## config.mk

```make
export PLATFORM = sky130hd
export DESIGN_NAME = key_loader
export DESIGN_NICKNAME = d
export VERILOG_FILES = /design/src/rtl/key_loader_pkg.sv /design/src/rtl/key_shift_reg.sv /design/src/rtl/key_loader.sv
export SDC_FILE = /design/constraint.sdc
export NUM_CORES = 1
export LEC_CHECK = 0
export ABC_AREA = 1
export CAP_MARGIN = 5
export CORE_AREA = 2 2 54 56
export DETAILED_ROUTE_END_ITERATION = 10
export DIE_AREA = 0 0 56 58
export PLACE_DENSITY_LB_ADDON = 0.2
export SLEW_MARGIN = 20
export SYNTH_ARGS = -nofsm -noshare
export SYNTH_HDL_FRONTEND = slang
export SYNTH_SLANG_ARGS = --single-unit
```

## constraint.sdc

```tcl
create_clock -name clk -period 1.6 [get_ports clk]
set_input_delay 0.16 -clock clk [delete_from_list [all_inputs] [get_ports clk]]
set_output_delay 0.16 -clock clk [all_outputs]
set_load 0.01 [all_outputs]
```

## src/rtl/key_loader_pkg.sv

```systemverilog
// Shared types and defaults for the write-once key loader.
// Parity checking is enabled by defining KEY_LOADER_PARITY_EN.
package key_loader_pkg;

  typedef enum logic [2:0] {
    IDLE   = 3'd0,
    SHIFT  = 3'd1,
    CHECK  = 3'd2,
    LOCKED = 3'd3,
    ERROR  = 3'd4
  } kl_state_t;

  localparam int KL_DEFAULT_KEY_W = 8;

endpackage

```

## src/rtl/key_shift_reg.sv

```systemverilog
// Private MSB-first assembly register with saturating bit counter and running parity.
// The parity accumulator and its port exist only when KEY_LOADER_PARITY_EN is defined.
module key_shift_reg
  import key_loader_pkg::*;
#(
  parameter int KEY_W = KL_DEFAULT_KEY_W
) (
  input  logic             clk,
  input  logic             rst,
  input  logic             clear,
  input  logic             shift_en,
  input  logic             bit_in,
  output logic [KEY_W-1:0] data,
  output logic [KEY_W-1:0] data_next,
  output logic             full,
  output logic             last
`ifdef KEY_LOADER_PARITY_EN
  ,
  output logic             parity
`endif
);

  localparam int CNT_W = $clog2(KEY_W + 1);

  logic [CNT_W-1:0] count;

  // data_next lets the owner commit the key on the same edge the final bit arrives.
  assign data_next = (data << 1) | KEY_W'(bit_in);
  assign full      = (count == CNT_W'(KEY_W));
  assign last      = (count == CNT_W'(KEY_W - 1));

  always_ff @(posedge clk) begin
    if (rst || clear) begin
      data  <= '0;
      count <= '0;
    end else if (shift_en && !full) begin
      data  <= data_next;
      count <= count + CNT_W'(1);
    end
  end

`ifdef KEY_LOADER_PARITY_EN
  always_ff @(posedge clk) begin
    if (rst || clear) begin
      parity <= 1'b0;
    end else if (shift_en && !full) begin
      parity <= parity ^ bit_in;
    end
  end
`endif

endmodule

```

## src/rtl/key_loader.sv

```systemverilog
// Write-once key delivery: serial load into a private register, atomic commit to key.
// Define KEY_LOADER_PARITY_EN to require a trailing even-parity bit before commit.
module key_loader
  import key_loader_pkg::*;
#(
  parameter int               KEY_W = KL_DEFAULT_KEY_W,
  parameter logic [KEY_W-1:0] DECOY = '0
) (
  input  logic             clk,
  input  logic             rst,
  input  logic             start,
  input  logic             ser_data,
  input  logic             ser_valid,
  output logic             ser_ready,
  output logic [KEY_W-1:0] key,
  output logic             key_valid,
  output logic             busy,
  output logic             err
);

  kl_state_t state, state_next;

  logic             accept;
  logic             clear;
  logic             shift_en;
  logic             load_key;
  logic             sr_full;
  logic             sr_last;
  logic [KEY_W-1:0] sr_data;
  logic [KEY_W-1:0] sr_data_next;
  logic [KEY_W-1:0] commit_val;
`ifdef KEY_LOADER_PARITY_EN
  logic             sr_parity;
`endif

  key_shift_reg #(
    .KEY_W(KEY_W)
  ) u_shift_reg (
    .clk       (clk),
    .rst       (rst),
    .clear     (clear),
    .shift_en  (shift_en),
    .bit_in    (ser_data),
    .data      (sr_data),
    .data_next (sr_data_next),
    .full      (sr_full),
    .last      (sr_last)
`ifdef KEY_LOADER_PARITY_EN
    ,
    .parity    (sr_parity)
`endif
  );

  assign accept = ser_valid && ser_ready;

  always_ff @(posedge clk) begin
    if (rst) begin
      state <= IDLE;
    end else begin
      state <= state_next;
    end
  end

  always_comb begin
    state_next = state;
    clear      = 1'b0;
    shift_en   = 1'b0;
    load_key   = 1'b0;
    commit_val = sr_data_next;
    case (state)
      IDLE: begin
        if (start) begin
          state_next = SHIFT;
          clear      = 1'b1;
        end
      end
      SHIFT: begin
        if (accept && !sr_full) begin
          shift_en = 1'b1;
          if (sr_last) begin
`ifdef KEY_LOADER_PARITY_EN
            state_next = CHECK;
`else
            state_next = LOCKED;
            load_key   = 1'b1;
`endif
          end
        end
      end
      CHECK: begin
        commit_val = sr_data;
`ifdef KEY_LOADER_PARITY_EN
        if (accept) begin
          if (ser_data == sr_parity) begin
            state_next = LOCKED;
            load_key   = 1'b1;
          end else begin
            state_next = ERROR;
          end
        end
`else
        state_next = IDLE;
`endif
      end
      LOCKED:  state_next = LOCKED;
      ERROR:   state_next = ERROR;
      default: state_next = IDLE;
    endcase
  end

  // The locked netlist only ever sees DECOY or a complete, checked key.
  always_ff @(posedge clk) begin
    if (rst) begin
      key <= DECOY;
    end else if (load_key) begin
      key <= commit_val;
    end
  end

  assign ser_ready = (state == SHIFT) || (state == CHECK);
  assign busy      = (state == SHIFT) || (state == CHECK);
  assign key_valid = (state == LOCKED);
`ifdef KEY_LOADER_PARITY_EN
  assign err       = (state == ERROR);
`else
  assign err       = 1'b0;
`endif

endmodule

```

Yosys cells after proc, flatten, opt, wreduce, memory -nomap -nowiden --
Index checks and enable logic that the tools add are counted.
Operators by class: bitwise logic cells 1, reductions and logical operators 8, eq/ne operators 9, $add $sub $neg 1, mux-type cells 12
Operator list (count):
- $pmux 3 s4 | 1
- $mux 3 | 3
- $mux 8 | 1
- $or 8x1->8 | 1
- $mux 1 | 7
- $eq 3x2->1 const B | 2
- $ne 2x2->1 const B | 3
- $add 4x1->4 const B | 1
- $eq 4x3->1 const B | 1
- $eq 4x4->1 const B | 1
- $eq 3x1->1 const B | 1
- $eq 3x3->1 const B | 1
- $logic_and 1x1->1 | 3
- $logic_not 3->1 | 1
- $reduce_and 3->1 | 1
- $logic_or 1x1->1 | 2
- $logic_not 1->1 | 1
Storage, ports and cells: input port bits 5, word-level logic and storage cells 35, output and inout bits 12, bits in registers 23

Longest topological paths before layout --
Gate-level depths: netlist of the first run.
depth after elaboration 7, mapped depth 8, mapped depth without buffers 7

By module --
Synthesis of the first run repeated with hierarchy kept, for this count alone.
Unflattened totals: cell total of the unflattened synthesis 190, area, all modules 1345.0 um^2
Modules (own cells, without submodules):
- key_shift_reg | cells an instance 95, instances 1, area each 734.5 um^2
- key_loader | cells an instance 95, instances 1, area each 610.6 um^2

Worst setup path after synthesis of the first run --
OpenSTA, ideal clock, no wires.
path type register to register, start point register u_shift_reg.count[0], end point register u_shift_reg.count[0], data required time 1.530 ns, data arrival time 1.197 ns, setup slack 0.334 ns, cell stages (with the launch flop) 9, cell sequence dfxtp_1 inv_1 ha_1 nand2_1 nand2_1 nor2_2 buf_4 nand2_1 a21oi_1
On the way: longest elaborated chain between the ends 6, elaborated cells on any way between the ends 7
RTL lines:
- start: declaration | RTL line key_shift_reg.sv:25 | logic [CNT_W-1:0] count;
- start signal: assignment | RTL line key_shift_reg.sv:38 | count <= count + CNT_W'(1);
- $eq 4x4->1 | RTL line key_shift_reg.sv:29 | assign full = (count == CNT_W'(KEY_W));
- $logic_not 1->1 | RTL line key_shift_reg.sv:36, key_loader.sv:78
- $logic_and 1x1->1 | RTL line key_loader.sv:78 | if (accept && !sr_full) begin
- $mux 1 | RTL line key_loader.sv:78
- $mux 1 | RTL line key_loader.sv:70 | case (state)
- $logic_and 1x1->1 | RTL line key_shift_reg.sv:36 | end else if (shift_en && !full) begin
Parallel ways exist; a longest one is shown, timed or not. A chain may end at the register's enable or synchronous reset.

Worst setup path after layout of the first run --
start point register state[1], end point output port busy
On the way: longest elaborated chain between the ends 2, elaborated cells on any way between the ends 3
RTL lines:
- start: declaration | RTL line key_loader.sv:21 | kl_state_t state, state_next;
- start signal: assignment | RTL line key_loader.sv:60 | state <= state_next;
- $eq 3x1->1 / $eq 3x2->1 (equally long branches) | RTL line key_loader.sv:121 | assign busy = (state == SHIFT) || (state == CHECK);
- $logic_or 1x1->1 * | RTL line key_loader.sv:121
- end: declaration | RTL line key_loader.sv:17 | output logic busy,
Mark *: on every way between the ends. The rest lies on a longest branch, timed or not.

==> run summary, run 1 <==
dpl hpwl: 1680 um
Die Width: 56 um
row count: 19
Most Crowded Layer GR: met2
Routed WL per cell: 10.2 um
syn_area_per_cell: 6.65 um2
GPL Wtd Cong: 0.782
area of the multi-input gates: 574 um2
DRT Pass-1 Iters: 4
flops & latches, synth: 23
Ys Warns: 0
fmax: 666 MHz
status: completed
first-pass GRT wire length: 3910 um
worst vdd ir: 398 uV
Clk network pwr share: 26.4%
unrepaired setup endpoints after global routing: false
clk sinks: 23
Max Cap Viol: 0
global routing usage on met1: 19.2%
Pwr Total: 1.04 mW
Initial Utilization: 42.7%
CTS tree: built
slowest CP cell: dfxtp_2
CP peak stage delay: 0.36 ns
Setup WS pre-CTS: 0.101 ns
Reg power frac: 58.7%
Hold Slack: 0.430 ns
GRT Total Usage: 15.0%
Core Box Area: 0.00266 mm2
Layout Nets: 197
Setup TNS: 0 ns
initial antenna violation count: 0
Seq. cell area: 463 um2
DRC viols: 0
WS Path Type: register to primary output
Clock H-tree levels: 1
GRT Residual Overflow: 0
pins over their slew limit: 0
Final period util: 93.9%
synth unique cells: 23
Worst Setup Start Kind: register
met2 Usage GRT: 24.5%
critical path data required time: 1.44 ns
Final Setup Violations: 0
Die Ht: 58 um
clk_lat worst skew: 0.31 ns
Synth Net Count: 178
switching power: 294 uW
Logic pwr share: 15.0%
vias in the first global route: 935
diode count: 0
Final WS setup: 0.0982 ns
Post-CTS Hold Buffers: 0
CTS Buffer Depth: 2
Post-Synthesis Cells: 171
Antenna Nets Post-Route: 0
Hold Path Class: input port to register
Fin Clk Skew: 0.00329 ns
worst-path fanout max: 3
met3 Usage GRT: 2.01%
CP Capture Type: primary output
Mapped Area: 0.00114 mm2
Clock transition at path regs: 0.13 ns
internal reg-to-reg setup slack: 0.17 ns
WL final: 2240 um
Worst EP arrival: 1.34 ns
DR vias: 1048
Pint: 749 uW
DRT iter0 DRCs: 23
clock root buffer: clkbuf_4
Seq/Total Area, Yosys: 40.5%
area growth from synthesis to layout: 19.9%
Pwr Density: 765 mW/mm2
pin count of the biggest net entering global routing: 17
die area: 0.00325 mm2
fill count: 293
I/O Buffers: 15
cell leakage power: 0.636 nW
final hold violation count: 0
Via density: 4.76
Sw Share: 28.2%
crit-path cells: inv_1, nor2_2, nand2_2, nand2_1, dlygate4sd2_1
Tmin final: 1.50 ns
share of layout cells above drive strength 1: 10.1%
num ports: 17
CTS Buf Count: 3
## flip-flops by register name (all words and copies together) (netlist names)
signal / count
key: 8
u_shift_reg.count: 4
state: 3
u_shift_reg.data: 8
## final timing paths
kind	start	to	depth (start not counted)
hold reg to reg	state[1]	state[2]	1
setup reg to reg	u_shift_reg.count[0]	u_shift_reg.data[6]	8
hold / removal	rst	state[2]	2
setup / recovery	state[1]	busy	5
## cell type report
type / count / area share, %
Timing Repair Buffer: 21 / 14.1
Tap cell: 31 / 2.84
Multi-Input combinational cell: 123 / 42.1
Inverter: 18 / 4.95
Sequential cell: 23 / 33.9
Clock buffer: 3 / 1.65
Clock inverter: 1 / 0.367
## worst max-delay path, delay by kind of cell (launching register included)
family	cells	cell delay, ns
buf+inv	2	0.38
flops	1	0.36
simple gates	3	0.29
## power groups by stage
stage                     logic (mW)  registers, mW  clock network, mW
after detailed placement       0.158          0.623                  0
final                          0.156          0.612              0.275
after CTS                      0.155          0.612              0.288
after global routing           0.178          0.615              0.299
after floorplan                0.108          0.617                  0
after global placement         0.153          0.621                  0
## cells in the mapped netlist
cell type	count	area [um2]
nor2_4	1	11.3
o21ai_1	1	5.00
nor3_1	1	5.00
a21oi_1	4	20.0
nand2_1	45	169
ha_1	2	25.0
nand2_2	1	6.26
dfxtp_1	23	460
buf_2	2	10.0
inv_1	18	67.6
clkbuf_1	1	3.75
nor4_1	1	6.26
nor2_2	2	12.5
nand3_4	1	17.5
nor2_1	39	146
o22ai_1	1	6.26
nand3_1	10	50.1
xor2_1	2	17.5
buf_6	1	11.3
conb_1	1	3.75
o21ai_0	10	50.1
buf_4	3	22.5
nand3_2	1	10.0
## per-stage QoR
stage | cells | area [um2] | utilization, %
final | 220 | 1360 | 51.2
after global routing | 220 | 1360 | 51.2
after CTS | 220 | 1360 | 50.9
after detailed placement | 216 | 1320 | 49.7
after global placement | 216 | 1320 | 49.7
after floorplan | 171 | 1140 | -
## cell families (layout without fill, tap and decap cells)
kind of cell    count (synthesis)  after routing  synth area share [%]
fa+ha+maj                       2              2                  2.20
simple gates                  102            102                  38.2
compound gates                 16             16                  7.15
xor+xnor                        2              2                  1.54
other cells                     1              1                 0.330
flops                          23             23                  40.5
buf+inv                        25             43                  10.1
## cells in the final DEF, fill, tap and decap left out, drive strengths merged
cell | synthesis | final
conb | 1 | 1
dfxtp | 23 | 23
ha | 2 | 2
nand3 | 12 | 12
o21ai | 11 | 11
nor4 | 1 | 1
inv | 18 | 18
nand2 | 46 | 46
clkdlybuf4s50 | 0 | 12
clkdlybuf4s15 | 0 | 1
buf | 6 | 6
xor2 | 2 | 2
nor2 | 42 | 42
dlygate4sd2 | 0 | 2
a21oi | 4 | 4
clkbuf | 1 | 3
o22ai | 1 | 1
clkinv | 0 | 1
nor3 | 1 | 1
## metal layers
layer	wire length, um	share of wire (%)
met2	1080	48
met1	1060	47
met3	85	3.8
met4	17	0.76
met5	0	0
## what timing repair did
item,CTS,global route
setup endpoints to repair,3,7
setup buffers,0,0
gates resized for setup,6,3
(Power assumes the default switching activity.)
==> run 2, diff against run 1 <==
Settings changed: SLEW_MARGIN 20 to unset.
==> results of run 2 <==
The final DEF is identical to that of run 1; final timing and power are the same.
==> run 3, diff against run 2 <==
Settings changed: SKIP_LAST_GASP set to 1.
==> results of run 3 <==
The final DEF is identical to that of run 1; final timing and power are the same.
